[src/rtl/wallace_final_cpa.sv]
// Final carry-propagate adder for the 5x5 Wallace tree multiplier.
// Adds the two partial-sum rows in two pipeline stages split at bit SPLIT,
// with a valid/ready handshake on both sides and full throughput.
// A sticky overflow flag reports any row pair whose true sum needs W+1 bits,
// which a correct tree never produces.
module wallace_final_cpa #(
    parameter int W     = 10,
    parameter int SPLIT = 5
) (
    input  logic         clk,
    input  logic         rst,
    input  logic         in_valid,
    output logic         in_ready,
    input  logic [W-1:0] r1,
    input  logic [W-1:0] r2,
    output logic         out_valid,
    input  logic         out_ready,
    output logic [W-1:0] product,
    output logic         ovf
);

    // Width of the upper slice added in stage 2.
    localparam int HW = W - SPLIT;

    // Low slice sum with its carry out in the top bit.
    function automatic logic [SPLIT:0] add_lo(input logic [SPLIT-1:0] a,
                                              input logic [SPLIT-1:0] b);
        return {1'b0, a} + {1'b0, b};
    endfunction

    // High slice sum plus the carry from the low slice; top bit is the
    // carry out of bit W-1.
    function automatic logic [HW:0] add_hi(input logic [HW-1:0] a,
                                           input logic [HW-1:0] b,
                                           input logic          cin);
        return {1'b0, a} + {1'b0, b} + {{HW{1'b0}}, cin};
    endfunction

    // Stage 1 state
    logic             s1_valid_q, s1_valid_d;
    logic [SPLIT-1:0] lo_q, lo_d;
    logic             c_mid_q, c_mid_d;
    logic [HW-1:0]    hi1_q, hi1_d;
    logic [HW-1:0]    hi2_q, hi2_d;

    // Stage 2 (output) state
    logic             out_valid_q, out_valid_d;
    logic [W-1:0]     product_q, product_d;
    logic             ovf_q, ovf_d;

    // Handshake terms
    logic             s2_free_s;
    logic             s1_adv_s;
    logic             accept_s;
    logic [SPLIT:0]   lo_sum_s;
    logic [HW:0]      hi_sum_s;

    // Flow control: stage 2 frees when empty or drained this cycle; stage 1
    // frees when empty or advancing. No skid buffer, so in_ready depends
    // combinationally on out_ready.
    always_comb begin
        s2_free_s = !out_valid_q || out_ready;
        s1_adv_s  = s1_valid_q && s2_free_s;
        in_ready  = !s1_valid_q || s1_adv_s;
        accept_s  = in_valid && in_ready;
        lo_sum_s  = add_lo(r1[SPLIT-1:0], r2[SPLIT-1:0]);
        hi_sum_s  = add_hi(hi1_q, hi2_q, c_mid_q);
    end

    // Next-state for stage 1: load on accept (even while advancing), clear
    // when the held pair moves on without a replacement.
    always_comb begin
        s1_valid_d = s1_valid_q;
        lo_d       = lo_q;
        c_mid_d    = c_mid_q;
        hi1_d      = hi1_q;
        hi2_d      = hi2_q;
        if (accept_s) begin
            s1_valid_d = 1'b1;
            lo_d       = lo_sum_s[SPLIT-1:0];
            c_mid_d    = lo_sum_s[SPLIT];
            hi1_d      = r1[W-1:SPLIT];
            hi2_d      = r2[W-1:SPLIT];
        end else if (s1_adv_s) begin
            s1_valid_d = 1'b0;
        end else begin
            s1_valid_d = s1_valid_q;
        end
    end

    // Next-state for stage 2: load the finished sum when stage 1 advances,
    // otherwise drop out_valid once the consumer takes the result.
    always_comb begin
        out_valid_d = out_valid_q;
        product_d   = product_q;
        ovf_d       = ovf_q;
        if (s1_adv_s) begin
            out_valid_d = 1'b1;
            product_d   = {hi_sum_s[HW-1:0], lo_q};
            ovf_d       = ovf_q | hi_sum_s[HW];
        end else if (out_ready) begin
            out_valid_d = 1'b0;
        end else begin
            out_valid_d = out_valid_q;
        end
    end

    // Pipeline registers; reset discards anything in flight.
    always_ff @(posedge clk or posedge rst) begin
        if (rst) begin
            s1_valid_q  <= 1'b0;
            lo_q        <= {SPLIT{1'b0}};
            c_mid_q     <= 1'b0;
            hi1_q       <= {HW{1'b0}};
            hi2_q       <= {HW{1'b0}};
            out_valid_q <= 1'b0;
            product_q   <= {W{1'b0}};
            ovf_q       <= 1'b0;
        end else begin
            s1_valid_q  <= s1_valid_d;
            lo_q        <= lo_d;
            c_mid_q     <= c_mid_d;
            hi1_q       <= hi1_d;
            hi2_q       <= hi2_d;
            out_valid_q <= out_valid_d;
            product_q   <= product_d;
            ovf_q       <= ovf_d;
        end
    end

    assign out_valid = out_valid_q;
    assign product   = product_q;
    assign ovf       = ovf_q;

endmodule

[config.mk]
export PLATFORM = sky130hd
export DESIGN_NAME = wallace_final_cpa
export DESIGN_NICKNAME = d
export VERILOG_FILES = /design/src/rtl/wallace_final_cpa.sv
export SDC_FILE = /design/constraint.sdc
export NUM_CORES = 1
export LEC_CHECK = 0
export BUFFER_PORTS_ARGS = -buffer_cell sky130_fd_sc_hd__buf_2
export CAP_MARGIN = 20
export CORE_ASPECT_RATIO = 1.1
export CORE_UTILIZATION = 52
export DETAILED_ROUTE_END_ITERATION = 7
export PLACE_DENSITY = 0.78
export SKIP_LAST_GASP = 1
export SLEW_MARGIN = 20
export SYNTH_ARGS = -nofsm -noshare
export SYNTH_HDL_FRONTEND = slang
export SYNTH_SLANG_ARGS = --single-unit
[constraint.sdc]
create_clock -name clk -period 2.15 [get_ports clk]
set_input_delay 0.5375 -clock clk [delete_from_list [all_inputs] [get_ports clk]]
set_output_delay 0.5375 -clock clk [all_outputs]
set_load 0.02 [all_outputs]
==> run_results.csv <==
group,metric,value,unit
outcome,outcome,"completed",
timing,finalCritPeriodShare,0.786,
global_route,gr-total-overflow,0,
critical_path,crit_required,2360,ps
timing,tns,0,ps
logic_synthesis,ys_ff_latch,29,
critical_path,worstSetupEndpointType,"flop",
global_route,grt_use_met1,0.256,
logic_synthesis,yosysMostFrequentCell,"dfrtp_1",
clocking,cts_buffers,5,
critical_path,crit_arrival,1900,ps
route,drtIter0Drc,4,
global_route,top_usage_layer,"met2",
timing,hold_violations,0,
logic_synthesis,syn_inst,113,
route,dr.pass1.iters,3,
floorplan,die_area,3090,um2
global_route,grt_pass1_vias,1013,
power_and_ir_drop,ir_drop,0.699,mV
global_route,grt_start_max_net_pins,30,
timing,period_minus_slack,1690,ps
logic_synthesis,yosys.area.top_type_share,0.486,
timing,tightest_slew,499,ps
global_route,antenna_found_initial,0,
finish,syn2layout_area_growth,17.0,%
timing,slew_headroom,0.666,
route,postRouteAntennaNets,0,
clocking,hold_buffers,0,
logic_synthesis,synth_area_leader_cell,"dfrtp_1",
clocking,root_buffer,"clkbuf_4",
critical_path,criticalPathCategory,"flop to flop",
timing,clock.fmax,0.591,GHz
placement,port_buffers,36,
clocking,max-clock-path-buffers,2,
critical_path,cp_max_fo,2,
floorplan,die_w,53.1,um
floorplan,boundaryPins,37,
floorplan,initial_core_util,0.542,
logic_synthesis,syn_area_per_cell,13.2,um2
clocking,h-tree-depth,2,
timing,report.final.slew_viol_count,0,
logic_synthesis,syn_area,1490,um2
route,num_vias,972,
clocking,worstSkewPairLatency,330,ps
flow_run,maxCapViolCount,0,
route,wirelength,2510,um
global_route,grt_util_all_layers,0.199,
placement,dp_hpwl,1910,um
logic_synthesis,synth.net_count,149,
clocking,post_cts_resized,0,
clocking,clk_pin_slew,100,ps
finish,n_antenna_cell,0,
logic_synthesis,synth_edf_count,0,
logic_synthesis,ys_types,27,
floorplan,core-area,2750,um2
logic_synthesis,synthFlopType,"dfrtp_1",
logic_synthesis,synth_compound_area_frac,0.0830,
power_and_ir_drop,p_leak,0.880,nW
logic_synthesis,yosys-mux-area-fraction,0.168,
route,wl_per_cell,13.3,um
logic_synthesis,synthArstFlopShare,1.00,
global_route,grtUsageMet3,0.0709,
placement,place_congestion,0.767,
placement,place_inst,181,
timing,setup_viol,0,
logic_synthesis,synth_warnings,0,
finish,drive_gt1_frac,0.442,
critical_path,worstSetupStartpointType,"flop",
logic_synthesis,synth_xor_area_frac,0.0352,
logic_synthesis,synthTopCellsByCount,"29 x dfrtp_1, 13 x mux2_4, 9 x ha_1, 9 x o21ai_0, 8 x nand2_1",
hold_path,hold_class,"input port to async pin",
finish,num-nets-final,191,
finish,instances_no_fill,189,
floorplan,die_h,58.2,um
logic_synthesis,synth_seq_area_share,0.486,
clocking,cts_sinks,29,
logic_synthesis,synth_top_family_by_area,"multiplexers",
logic_synthesis,synthSimpleGateAreaFrac,0.0788,
route,drc,0,
timing,fin_skew,13.1,ps
global_route,met2_usage,0.315,
global_route,grt_pass1_wl,4350,um
critical_path,reg2reg_slack,460,ps
logic_synthesis,synthAdderAreaFrac,0.116,
clocking,postCtsSetupBuffers,0,
power_and_ir_drop,power.density,974,nW/um2
floorplan,core.rowCount,20,
clocking,cts_tree,"done",
power_and_ir_drop,power,1.70,mW
route,vias_per_cell,5.14,
logic_synthesis,synth_area_leaders,"dfrtp_1 49%, mux2_4 13%, ha_1 7.5%",
timing,rsz0062_at_grt,"false",
-- state kept, by name, summed over array words and instances, names as in the netlist --
name	flops
product	10
lo_q	5
hi1_q	5
s1_valid_q	1
hi2_q	5
c_mid_q	1
out_valid	1
ovf	1
-- per-stage QoR --
step	setup WS, ps	cell area [um2]	utilization	hold slack [ps]
after detailed placement	145	1700	0.616	466
after global routing	332	1750	0.635	291
after floorplan	349	1490	-	445
final	459	1750	0.635	264
after global placement	184	1700	0.616	456
after CTS	443	1750	0.635	274
-- cells by family after synthesis --
family                     Yosys count
AOI/OAI and AO/OA                   18
xor gates and xnor gates             6
adders and majority gates           12
buffers and inverters                7
DFF                                 29
muxes                               18
and+or+nand+nor                     23
-- final cells by class --
| class | instances | area (um2) |
|---|---|---|
| Multi-Input combinational cell | 77 | 718 |
| Clock inverter | 2 | 10.0 |
| Sequential cell | 29 | 726 |
| Inverter | 4 | 15.0 |
| Fill cell | 231 | 1010 |
| Tap cell | 33 | 41.3 |
| Clock buffer | 6 | 41.3 |
| Timing Repair Buffer | 38 | 195 |
-- worst paths after layout --
path | startpoint | end | cells past startpoint
min in group clk | r1[9] | hi1_q[4] | 2
setup reg to reg | hi1_q[0] | product[9] | 7
hold reg to reg | product[6] | product[6] | 2
max in group asynchronous | rst | s1_valid_q | 3
hold / removal | rst | lo_q[4] | 3
setup / recovery | hi1_q[0] | product[9] | 7
-- per-layer routing --
metal	wire length (um)	vias up
li1	-	470
met1	1100	475
met2	1260	24
met3	111	3
met4	29	0
met5	0	-
-- worst max-delay path: stages, from the launching register on --
cell      delay (ps)
dfrtp_1          390
fa_1             210
inv_1             60
fa_1             390
nand2b_1         160
a21oi_1          160
xnor2_1          130
o21ai_0           80
-- placed cells by master, fill, tap and decap left out, drive strengths merged --
cell type / Yosys / final
a2111oi: 1 / 1
a211oi: 1 / 1
a21o: 1 / 1
a21oi: 5 / 5
buf: 3 / 38
clkbuf: 0 / 6
clkinv: 0 / 2
dfrtp: 29 / 29
fa: 3 / 3
ha: 9 / 9
inv: 4 / 4
mux2: 18 / 18
nand2: 11 / 11
nand2b: 4 / 4
nand3: 1 / 1
nand3b: 1 / 1
nor2: 4 / 4
nor3: 2 / 2
o21ai: 9 / 9
o21bai: 1 / 1
xnor2: 4 / 4
xor2: 2 / 2
-- power by group --
| part | switching [mW] | internal, mW |
|---|---|---|
| Combinational | 0.321 | 0.291 |
| Sequential | 0.0875 | 0.684 |
| Clock | 0.195 | 0.124 |
No activity file was read; power rests on OpenSTA's default activity.
